$ cat src/rtl/mips_bus_pkg.sv
// Shared types and constants for the MIPS two-port Avalon bus arbiter.
//   bus_state_t : arbiter FSM states (IDLE, I_BUS, D_BUS)
//   bus_src_t   : requester identity used for round-robin history
//   BE_WORD     : full-word byte enable used by instruction fetches
package mips_bus_pkg;

  typedef enum logic [1:0] {
    IDLE,
    I_BUS,
    D_BUS
  } bus_state_t;

  typedef enum logic {
    SRC_I,
    SRC_D
  } bus_src_t;

  localparam logic [3:0] BE_WORD = 4'b1111;

endpackage

$ cat src/rtl/mips_bus_arbiter.sv
// Two-port-to-one Avalon-MM master: arbitrates the MIPS instruction-fetch
// channel and the data load/store channel onto a single bus master port.
//
// Ports
//   clk, reset                : clock, synchronous active-high reset
//   i_req, i_addr             : fetch request and byte address
//   i_ack, i_rdata            : fetch completion pulse and fetched word
//   d_req, d_we, d_addr,
//   d_wdata, d_be             : data request, store flag, address, data, lanes
//   d_ack, d_rdata            : data completion pulse and load word
//   address, read, write,
//   writedata, byteenable     : Avalon master command (all registered)
//   waitrequest, readdata     : Avalon slave stall and read data
//   busy                      : high while a bus transaction is outstanding
//
// DATA_PRIORITY selects the tie-break winner after reset (1 = data).
module mips_bus_arbiter #(
  parameter bit DATA_PRIORITY = 1'b1
) (
  input  logic        clk,
  input  logic        reset,
  input  logic        i_req,
  input  logic [31:0] i_addr,
  output logic        i_ack,
  output logic [31:0] i_rdata,
  input  logic        d_req,
  input  logic        d_we,
  input  logic [31:0] d_addr,
  input  logic [31:0] d_wdata,
  input  logic [3:0]  d_be,
  output logic        d_ack,
  output logic [31:0] d_rdata,
  output logic [31:0] address,
  output logic        read,
  output logic        write,
  output logic [31:0] writedata,
  output logic [3:0]  byteenable,
  input  logic        waitrequest,
  input  logic [31:0] readdata,
  output logic        busy
);

  import mips_bus_pkg::*;

  // Seeding history with the non-priority requester makes the priority
  // requester win the first tie.
  localparam bus_src_t RESET_LAST = DATA_PRIORITY ? SRC_I : SRC_D;

  bus_state_t state;
  bus_src_t   last_src;

  logic i_elig;
  logic d_elig;
  logic grant_i;
  logic grant_d;

  // The word address is formed by clearing [1:0]; the low bits are ignored.
  logic unused_addr_bits;
  assign unused_addr_bits = ^{i_addr[1:0], d_addr[1:0]};

  // A requester whose ack is high this cycle still shows its old request,
  // so it must sit out one arbitration round.
  // NOTE: every output of an always_comb is assigned on every path so that
  // no latch is inferred.
  always_comb begin
    i_elig  = i_req && !i_ack;
    d_elig  = d_req && !d_ack;
    grant_d = d_elig && (!i_elig || (last_src == SRC_I));
    grant_i = i_elig && !grant_d;
  end

  // NOTE: sequential state uses non-blocking assignments so every register
  // samples the pre-edge values of the others.
  always_ff @(posedge clk) begin
    if (reset) begin
      state      <= IDLE;
      last_src   <= RESET_LAST;
      read       <= 1'b0;
      write      <= 1'b0;
      busy       <= 1'b0;
      i_ack      <= 1'b0;
      d_ack      <= 1'b0;
      address    <= '0;
      writedata  <= '0;
      byteenable <= '0;
      i_rdata    <= '0;
      d_rdata    <= '0;
    end else begin
      i_ack <= 1'b0;
      d_ack <= 1'b0;

      case (state)
        IDLE: begin
          if (grant_d) begin
            state      <= D_BUS;
            busy       <= 1'b1;
            read       <= !d_we;
            write      <= d_we;
            address    <= {d_addr[31:2], 2'b00};
            writedata  <= d_wdata;
            byteenable <= d_be;
          end else if (grant_i) begin
            state      <= I_BUS;
            busy       <= 1'b1;
            read       <= 1'b1;
            write      <= 1'b0;
            address    <= {i_addr[31:2], 2'b00};
            byteenable <= BE_WORD;
          end
        end

        I_BUS, D_BUS: begin
          // Command fields are left untouched until the slave accepts.
          if (!waitrequest) begin
            if (state == I_BUS) begin
              i_rdata  <= readdata;
              i_ack    <= 1'b1;
              last_src <= SRC_I;
            end else begin
              if (read) begin
                d_rdata <= readdata;
              end
              d_ack    <= 1'b1;
              last_src <= SRC_D;
            end
            read  <= 1'b0;
            write <= 1'b0;
            busy  <= 1'b0;
            state <= IDLE;
          end
        end

        default: begin
          state <= IDLE;
        end
      endcase
    end
  end

endmodule

$ cat config.mk
export PLATFORM = sky130hd
export DESIGN_NAME = mips_bus_arbiter
export DESIGN_NICKNAME = d
export VERILOG_FILES = /design/src/rtl/mips_bus_pkg.sv /design/src/rtl/mips_bus_arbiter.sv
export SDC_FILE = /design/constraint.sdc
export NUM_CORES = 1
export LEC_CHECK = 0
export CORE_ASPECT_RATIO = 1.25
export CORE_MARGIN = 2
export CORE_UTILIZATION = 45
export CTS_CLUSTER_SIZE = 10
export DETAILED_ROUTE_END_ITERATION = 8
export PLACE_DENSITY = 0.95
export REMOVE_ABC_BUFFERS = 1
export SYNTH_ARGS = -nofsm -noshare
export SYNTH_HDL_FRONTEND = slang
export SYNTH_SLANG_ARGS = --single-unit
$ cat constraint.sdc
create_clock -name clk -period 3.3 [get_ports clk]
set_input_delay 0.495 -clock clk [delete_from_list [all_inputs] [get_ports clk]]
set_output_delay 0.495 -clock clk [all_outputs]
set_load 0.1 [all_outputs]
# Yosys cells after proc, flatten, opt, wreduce, memory -nomap -nowiden

Index checks and enable logic that the tools add are counted.

Equality and inequality tests: 4
Mux-type cells: 19
Bitwise gates (word level): 4
Reductions and logical operators: 22

Operators with widths:

| kind                                           | number |
|---|---|
| two-way mux 32 bit                             | 2 |
| two-way mux 1 bit                              | 8 |
| two-way mux 4 bit                              | 2 |
| AND reduction 2 bit                            | 4 |
| two-way mux 2 bit                              | 3 |
| case mux 1 bit (2 select lines)                | 3 |
| AND reduction 3 bit                            | 2 |
| zero test 1 bit                                | 5 |
| logical AND 1 bit                              | 4 |
| inverter 1 bit                                 | 4 |
| case mux 2 bit (2 select lines)                | 1 |
| AND reduction 4 bit                            | 1 |
| nonzero test 2 bit                             | 2 |
| != test 3 bit (second input constant)          | 1 |
| OR reduction 3 bit                             | 1 |
| == test 2 x 1 -> 1 bit (second input constant) | 1 |
| == test 2 bit (second input constant)          | 1 |
| zero test 2 bit                                | 1 |
| != test 2 bit (second input constant)          | 1 |
| OR reduction 2 bit                             | 1 |
| logical OR 1 bit                               | 1 |

Bits in registers: 140
Output and inout bits: 137

# Logic depth before layout (Yosys ltp)

Gate-level depths: netlist (run 1).

Word-level depth: 10
Gate-level depth with buffers: 8
Mapped depth without buffers: 5

# Worst setup path after synthesis (run 1)

No wires, ideal clock.

Kind: reg-to-reg
Start: register i_ack
End: register writedata[10]
Arrival time: 1.894 ns
Path slack: 1.335 ns
Cell stages (with the launch flop): 6
Path buffers: 2
Clock period less this slack: 1.965 ns
Path through: dfxtp_1 -> and3b_1 -> nor3_2 -> buf_6 -> buf_12 -> mux2i_1

Cells in the longest elaborated chain, start to end: 6

Ends and longest elaborated chain:

| element                       | RTL line                | text |
|---|---|---|
| start: declaration            | mips_bus_arbiter.sv:24  | `output logic i_ack,` |
| start signal: assignment      | mips_bus_arbiter.sv:81  | `i_ack <= 1'b0;` |
| start signal: assignment      | mips_bus_arbiter.sv:89  | `i_ack <= 1'b0;` |
| start signal: assignment      | mips_bus_arbiter.sv:117 | `i_ack <= 1'b1;` |
| zero test 1 bit               | mips_bus_arbiter.sv:66  | `i_elig = i_req && !i_ack;` |
| logical AND 1 bit             | mips_bus_arbiter.sv:66  |  |
| zero test 1 bit               | mips_bus_arbiter.sv:68  | `grant_d = d_elig && (!i_elig \|\| (last_src == SRC_I));` |
| logical OR 1 bit              | mips_bus_arbiter.sv:68  |  |
| logical AND 1 bit             | mips_bus_arbiter.sv:68  |  |
| AND reduction 2 bit (no line) | --                      |  |
| end signal: assignment        | mips_bus_arbiter.sv:100 | `writedata <= d_wdata;` |
| end: declaration              | mips_bus_arbiter.sv:36  | `output logic [31:0] writedata,` |

Every way passes these cells.
A chain may end at the register's enable or synchronous reset.

# Final worst setup path (run 1)

Start: register i_ack
End: output i_ack

No word-level cell between the ends.

==> results of run 1 <==
[final cells by class]
cell class,instances,area (µm²)
Timing Repair Buffer,286,2820
Fill cell,978,3890
Clock inverter,14,139
Clock buffer,18,439
Tap cell,171,214
Multi-Input combinational cell,450,2800
Sequential cell,138,2760
Inverter,43,161
[sequential cells by signal, indices dropped and copies added, names as in the netlist]
signal	cells
writedata	32
d_ack	1
read	1
d_rdata	32
i_rdata	32
byteenable	4
busy	1
state	2
address	30
last_src	1
i_ack	1
write	1
[logic make-up (layout without fill, tap and decap cells)]
logic type,count (synthesis),in the layout
DFF,138,138
AOI/OAI and AO/OA,169,169
and+or+nand+nor,245,245
muxes,32,32
adders and majority gates,2,2
buffers and inverters,112,361
other,1,2
[worst paths after layout]
check,end,depth (start not counted),slack [ns]
setup / recovery,i_ack,1,0.85
hold / removal,i_rdata[6],2,0.45
setup reg to reg,byteenable[3],6,1.20
hold reg to reg,i_rdata[6],2,0.45
[through the flow]
| stage | hold WS [ns] | cell area (µm²) | setup TNS [ns] | util (%) |
|---|---|---|---|---|
| after detailed placement | 0.446 | 8760 | 0 | 66.2 |
| after CTS | 0.439 | 9340 | 0 | 70.6 |
| final | 0.453 | 9340 | 0 | 70.6 |
| after global routing | 0.460 | 9340 | 0 | 70.6 |
| after global placement | 0.441 | 8760 | 0 | 66.2 |
| after floorplan | 0.485 | 5700 | -51.39 | - |
[power by group through the flow]
stage | clock network [mW] | logic, mW | registers (mW)
floorplan | 0 | 0.468 | 3.05
global placement | 0 | 2.22 | 1.95
detailed placement | 0 | 2.24 | 1.95
CTS | 1.87 | 2.25 | 1.92
global route | 1.95 | 2.33 | 1.94
finish | 1.84 | 2.24 | 1.92
[per-layer routing]
layer / vias to the layer above / share of wire, % / global-route usage (%)
met3: 26 / 8.0 / 6.46
met1: 2821 / 38 / 28.8
met2: 266 / 52 / 44.6
li1: 2877 / - / -
met5: - / 0 / 0
met4: 0 / 2.2 / 9.12
[layout by cell type, fill, tap and decap left out, types with 17 or more instances in the layout]
cell             synthesis  routed
a21oi_1                 64      64
buf_4                    6      24
dfxtp_1                138     138
o21ai_0                 31      31
nand2b_1                68      67
mux2i_1                 32      32
and3b_1                 32      32
nand2_1                128     128
a221oi_1                64      64
inv_1                   43      43
clkbuf_16                0      17
clkdlybuf4s50_1          0     260
==> results.toml, run 1 <==
[floorplan]
num_rows = 47
die_h_um = 134
ios = 275
core_um2 = 13200
die-area_um2 = 14400
die_w_um = 108
start_util_pct = 45.9

[routing]
avgRoutedWirePerCell_um = 16.4
firstDrtPassIters = 5
drt-initial-drc-count = 378
routed_via_density = 5.35
postRouteAntennaNets = 0
drc_errors = 0
drt_wl_total_um = 18400
vias = 5990

[clocking]
clk_latency_ns = 0.41
cts_inserted_buffers = 17
clock_sinks = 138
cts_buffer_depth = 2
cts_setup_buffers = 0
path_clk_slew_ns = 0.06
hold_buffers = 0
post_cts_resized = 0
cts_tree = "done"
cts_max_level = 4
cts_root_buf = "clkbuf_16"

[final_layout]
syn_to_final_growth_pct = 53.9
fin_nets = 1076
finalNonFillerCells = 1120
n_antenna_cell = 0
drive_gt1_share_pct = 6.85

[logic_synthesis]
synthSimpleGateAreaFrac_pct = 21.4
synth-xor-area-share_pct = 0
yosys_register_bits = 138
synth-edff-count = 0
synth_top_area_share_pct = 45.5
yosys.cell_types.count = 37
ys_warn_count = 0
synth.largest_area_cell = "dfxtp_1"
synth_area_leaders = "dfxtp_1 (46%), a221oi_1 (9.2%), nand2_1 (7.9%)"
synth_top_family_by_area = "simple AND/OR/NAND/NOR gates"
synthArstFlopShare_pct = 0
synth-compound-area-share_pct = 18.4
netlist_top_cells_count = "dfxtp_1 (138), nand2_1 (128), nand2b_1 (68)"
muxShareOfSynthArea_pct = 5.28
synth.most_common_cell = "dfxtp_1"
syn-instance-count = 699
synth_flop_cell = "dfxtp_1"
synth_area_um2 = 6070
ys_seq_area_share_pct = 45.5
synth_adder_area_share_pct = 0.412
syn-mean-instance-area_um2 = 8.68

[placement]
pre_cts_slack_ns = 0.626
io_buffers = 268
dp_cells = 1088
hpwl_um = 12900
gp_congestion = 0.778

[pwr]
vdd_drop_max_mv = 0.441
pwr-share-seq_pct = 32.0
p_int_mw = 3.54
p_switching_mw = 2.46
combPwrFrac_pct = 37.3
fin_total_pwr_mw = 6.00
leakagePower_nw = 3.44
pwr-share-clk_pct = 30.7
cellPowerDensity_nw_per_um2 = 643
swShare_pct = 41.0

[critical_path]
crit_path_end_kind = "output pin"
cpLargestDelayFamily = "buffers and inverters"
worstPathArrival_ns = 1.95
cp_num_buf_inv = 1
cpMaxStageDelayCell = "clkdlybuf4s50_1"
slowest_delay_ns = 1.17
cp.required_ns = 2.80
start_kind = "register"
critPathMaxFanout = 5
critPathKind = "reg2out"
startpoint = "i_ack"
reg2reg_from = "d_ack"
worstPathCellList = "clkdlybuf4s50_1"

[sta]
hold_viol = 0
max_freq_mhz = 409
rsz0062_at_grt = "false"
slew_viol_final = 0
period_needed_ns = 2.45
setup_viol = 0
max_slew.worst_pin.slew_ns = 1.02
fin_crit_sh_pct = 74.2
setup_slack_ns = 0.853
relSlewSlack_pct = 31.6
skew_ns = 0.00898

[worst_hold_path]
holdCritPathClass = "reg2reg"
min-delay-start = "i_rdata[6]"

[grt]
grt_overflow = 0
grt_max_degree = 103
grt_pass1_wl_um = 29000
antenna_found_initial = 0
first_global_vias = 5750
grt_usage_pct = 25.1

[status]
outcome = "finished, final reports clean"

[job]
max-cap-violations = 0
Power figures use the tool's default switching activity.
==> run 2, diff against run 1 <==
--- a/config.mk
+++ b/config.mk
@@ -7,10 +7,10 @@
 export LEC_CHECK = 0
 export CORE_ASPECT_RATIO = 1.25
 export CORE_MARGIN = 2
-export CORE_UTILIZATION = 45
+export CORE_UTILIZATION = 42
 export CTS_CLUSTER_SIZE = 10
 export DETAILED_ROUTE_END_ITERATION = 8
-export PLACE_DENSITY = 0.95
+export PLACE_DENSITY = 0.9
 export REMOVE_ABC_BUFFERS = 1
 export SYNTH_ARGS = -nofsm -noshare
 export SYNTH_HDL_FRONTEND = slang
==> constraint.sdc (replaced) <==
create_clock -name clk -period 2.4 [get_ports clk]
set_input_delay 0.36 -clock clk [delete_from_list [all_inputs] [get_ports clk]]
set_output_delay 0.36 -clock clk [all_outputs]
set_load 0.1 [all_outputs]
==> run 2 against run 1 <==
Setup slack got worse by 0.15 ns; final cell count increased by 0.89%; largest power group unchanged; highest routed layer unchanged; clock skew increased by 0.0029 ns.
==> results.toml, run 2 (same netlist as run 1, synthesis figures left out) <==
[placement]
placed_area_um2 = 8520
pre_cts_slack_ns = 0.276
io_buffers = 268
gp_congestion = 0.811
hpwl_um = 12700
dp_cells = 1098

[clocking]
clock_sinks = 138
path_clk_slew_ns = 0.06
clk_latency_ns = 0.40
cts_root_buf = "clkbuf_16"
cts_tree = "done"
cts_max_level = 4
post_cts_resized = 0
cts_buffer_depth = 2
hold_buffers = 0
cts_inserted_buffers = 17
cts_setup_buffers = 0

[routing]
drt-initial-drc-count = 460
routed_via_density = 5.24
firstDrtPassIters = 5
vias = 5918
avgRoutedWirePerCell_um = 16.0
postRouteAntennaNets = 0
drt_wl_total_um = 18100
drc_errors = 0

[final_layout]
fin_nets = 1079
layout_commonest_cell = "buf_4"
mostFrequentLayoutCells = "buf_4 (151), dfxtp_1 (138), clkdlybuf4s50_1 (132), nand2_1 (128), nand2b_1 (67)"
top_regs = "d_rdata x32, i_rdata x32, writedata x32"
drive_gt1_share_pct = 20.4
finalNonFillerCells = 1130
utilization_pct = 64.2
finalInstanceArea_um2 = 9170
syn_to_final_growth_pct = 51.0
n_antenna_cell = 0
fill_cells = 1209

[critical_path]
crit_path_end_kind = "register"
cpLargestDelayFamily = "buffers and inverters"
critPathMaxFanout = 36
slowest_delay_ns = 0.31
worstPathArrival_ns = 2.01
worstPathCellList = "inv_1, ha_1, inv_1, nor3_4, buf_12, mux2i_1"
path_common_cell = "inv_1"
critPathKind = "reg2reg"
cpMaxStageDelayCell = "ha_1"
cp_num_buf_inv = 3
cp.required_ns = 2.71
start_kind = "register"

[floorplan]
ios = 275
start_util_pct = 42.5
num_rows = 49
die-area_um2 = 15400
die_w_um = 112
die_h_um = 138
core_um2 = 14300

[sta]
whs_ns = 0.356
setup_slack_ns = 0.703
hold_viol = 0
setup_viol = 0
slew_viol_final = 0
max_freq_mhz = 589
rsz0062_at_grt = "false"
skew_ns = 0.0119
fin_crit_sh_pct = 70.7
period_needed_ns = 1.70

[pwr]
vdd_drop_max_mv = 0.557
leakagePower_nw = 3.74
cellPowerDensity_nw_per_um2 = 934

[grt]
first_global_vias = 5626
grt_max_degree = 98
grt_pass1_wl_um = 28500
antenna_found_initial = 0
grt_overflow = 0
grt_usage_pct = 22.7

[worst_hold_path]
holdCritPathClass = "in2reg"

[job]
max-cap-violations = 0

[status]
outcome = "finished, final reports clean"
-- run 2: path summary, 6_finish.rpt --
kind,slack [ns],to,from,cells after the start
setup / recovery,0.70,writedata[9],state[1],6
hold / removal,0.36,d_rdata[16],reset,2
setup reg to reg,0.70,writedata[9],state[1],6
hold reg to reg,0.45,i_rdata[7],i_rdata[7],2
-- run 2: worst reg2reg max path, delay by kind of cell, from the launching register on --
| kind | cells | cell delay (ns) |
|---|---|---|
| flip-flops | 1 | 0.29 |
| buffers and inverters | 3 | 0.54 |
| multiplexers | 1 | 0.24 |
| AND/OR/NAND/NOR | 1 | 0.24 |
| adder cells (fa/ha/maj) | 1 | 0.31 |
-- run 2: metrics by stage --
step | power (mW) | TNS (ns)
after floorplan | 4.84 | -133.88
after global placement | 5.70 | 0
after detailed placement | 5.73 | 0
after CTS | 8.61 | 0
after global routing | 8.88 | 0
final | 8.56 | 0
-- run 2: report_power, final --
part,total [mW],switching (mW),internal (mW)
clock network,2.88,1.02,1.86
logic,3.04,2.21,0.837
registers,2.64,0.124,2.51
-- run 2: cell type report --
| type | instances | area, µm² | share of cell area, % |
|---|---|---|---|
| clock buffers | 19 | 433 | 4.72 |
| multi-input cells | 450 | 2800 | 30.5 |
| repair buffers | 289 | 2570 | 28.1 |
| flip-flops and latches | 138 | 2760 | 30.1 |
| inverters | 43 | 161 | 1.76 |
| clock inverters | 13 | 213 | 2.32 |
| well taps | 178 | 223 | 2.43 |
-- run 2: metal layers --
| metal | wire length [µm] | up-vias | global-route usage (%) |
|---|---|---|---|
| met3 | 1170 | 24 | 6.27 |
| met5 | 0 | - | 0 |
| met1 | 7150 | 2787 | 26.0 |
| met2 | 9490 | 226 | 40.8 |
| met4 | 323 | 0 | 7.54 |
| li1 | - | 2881 | - |
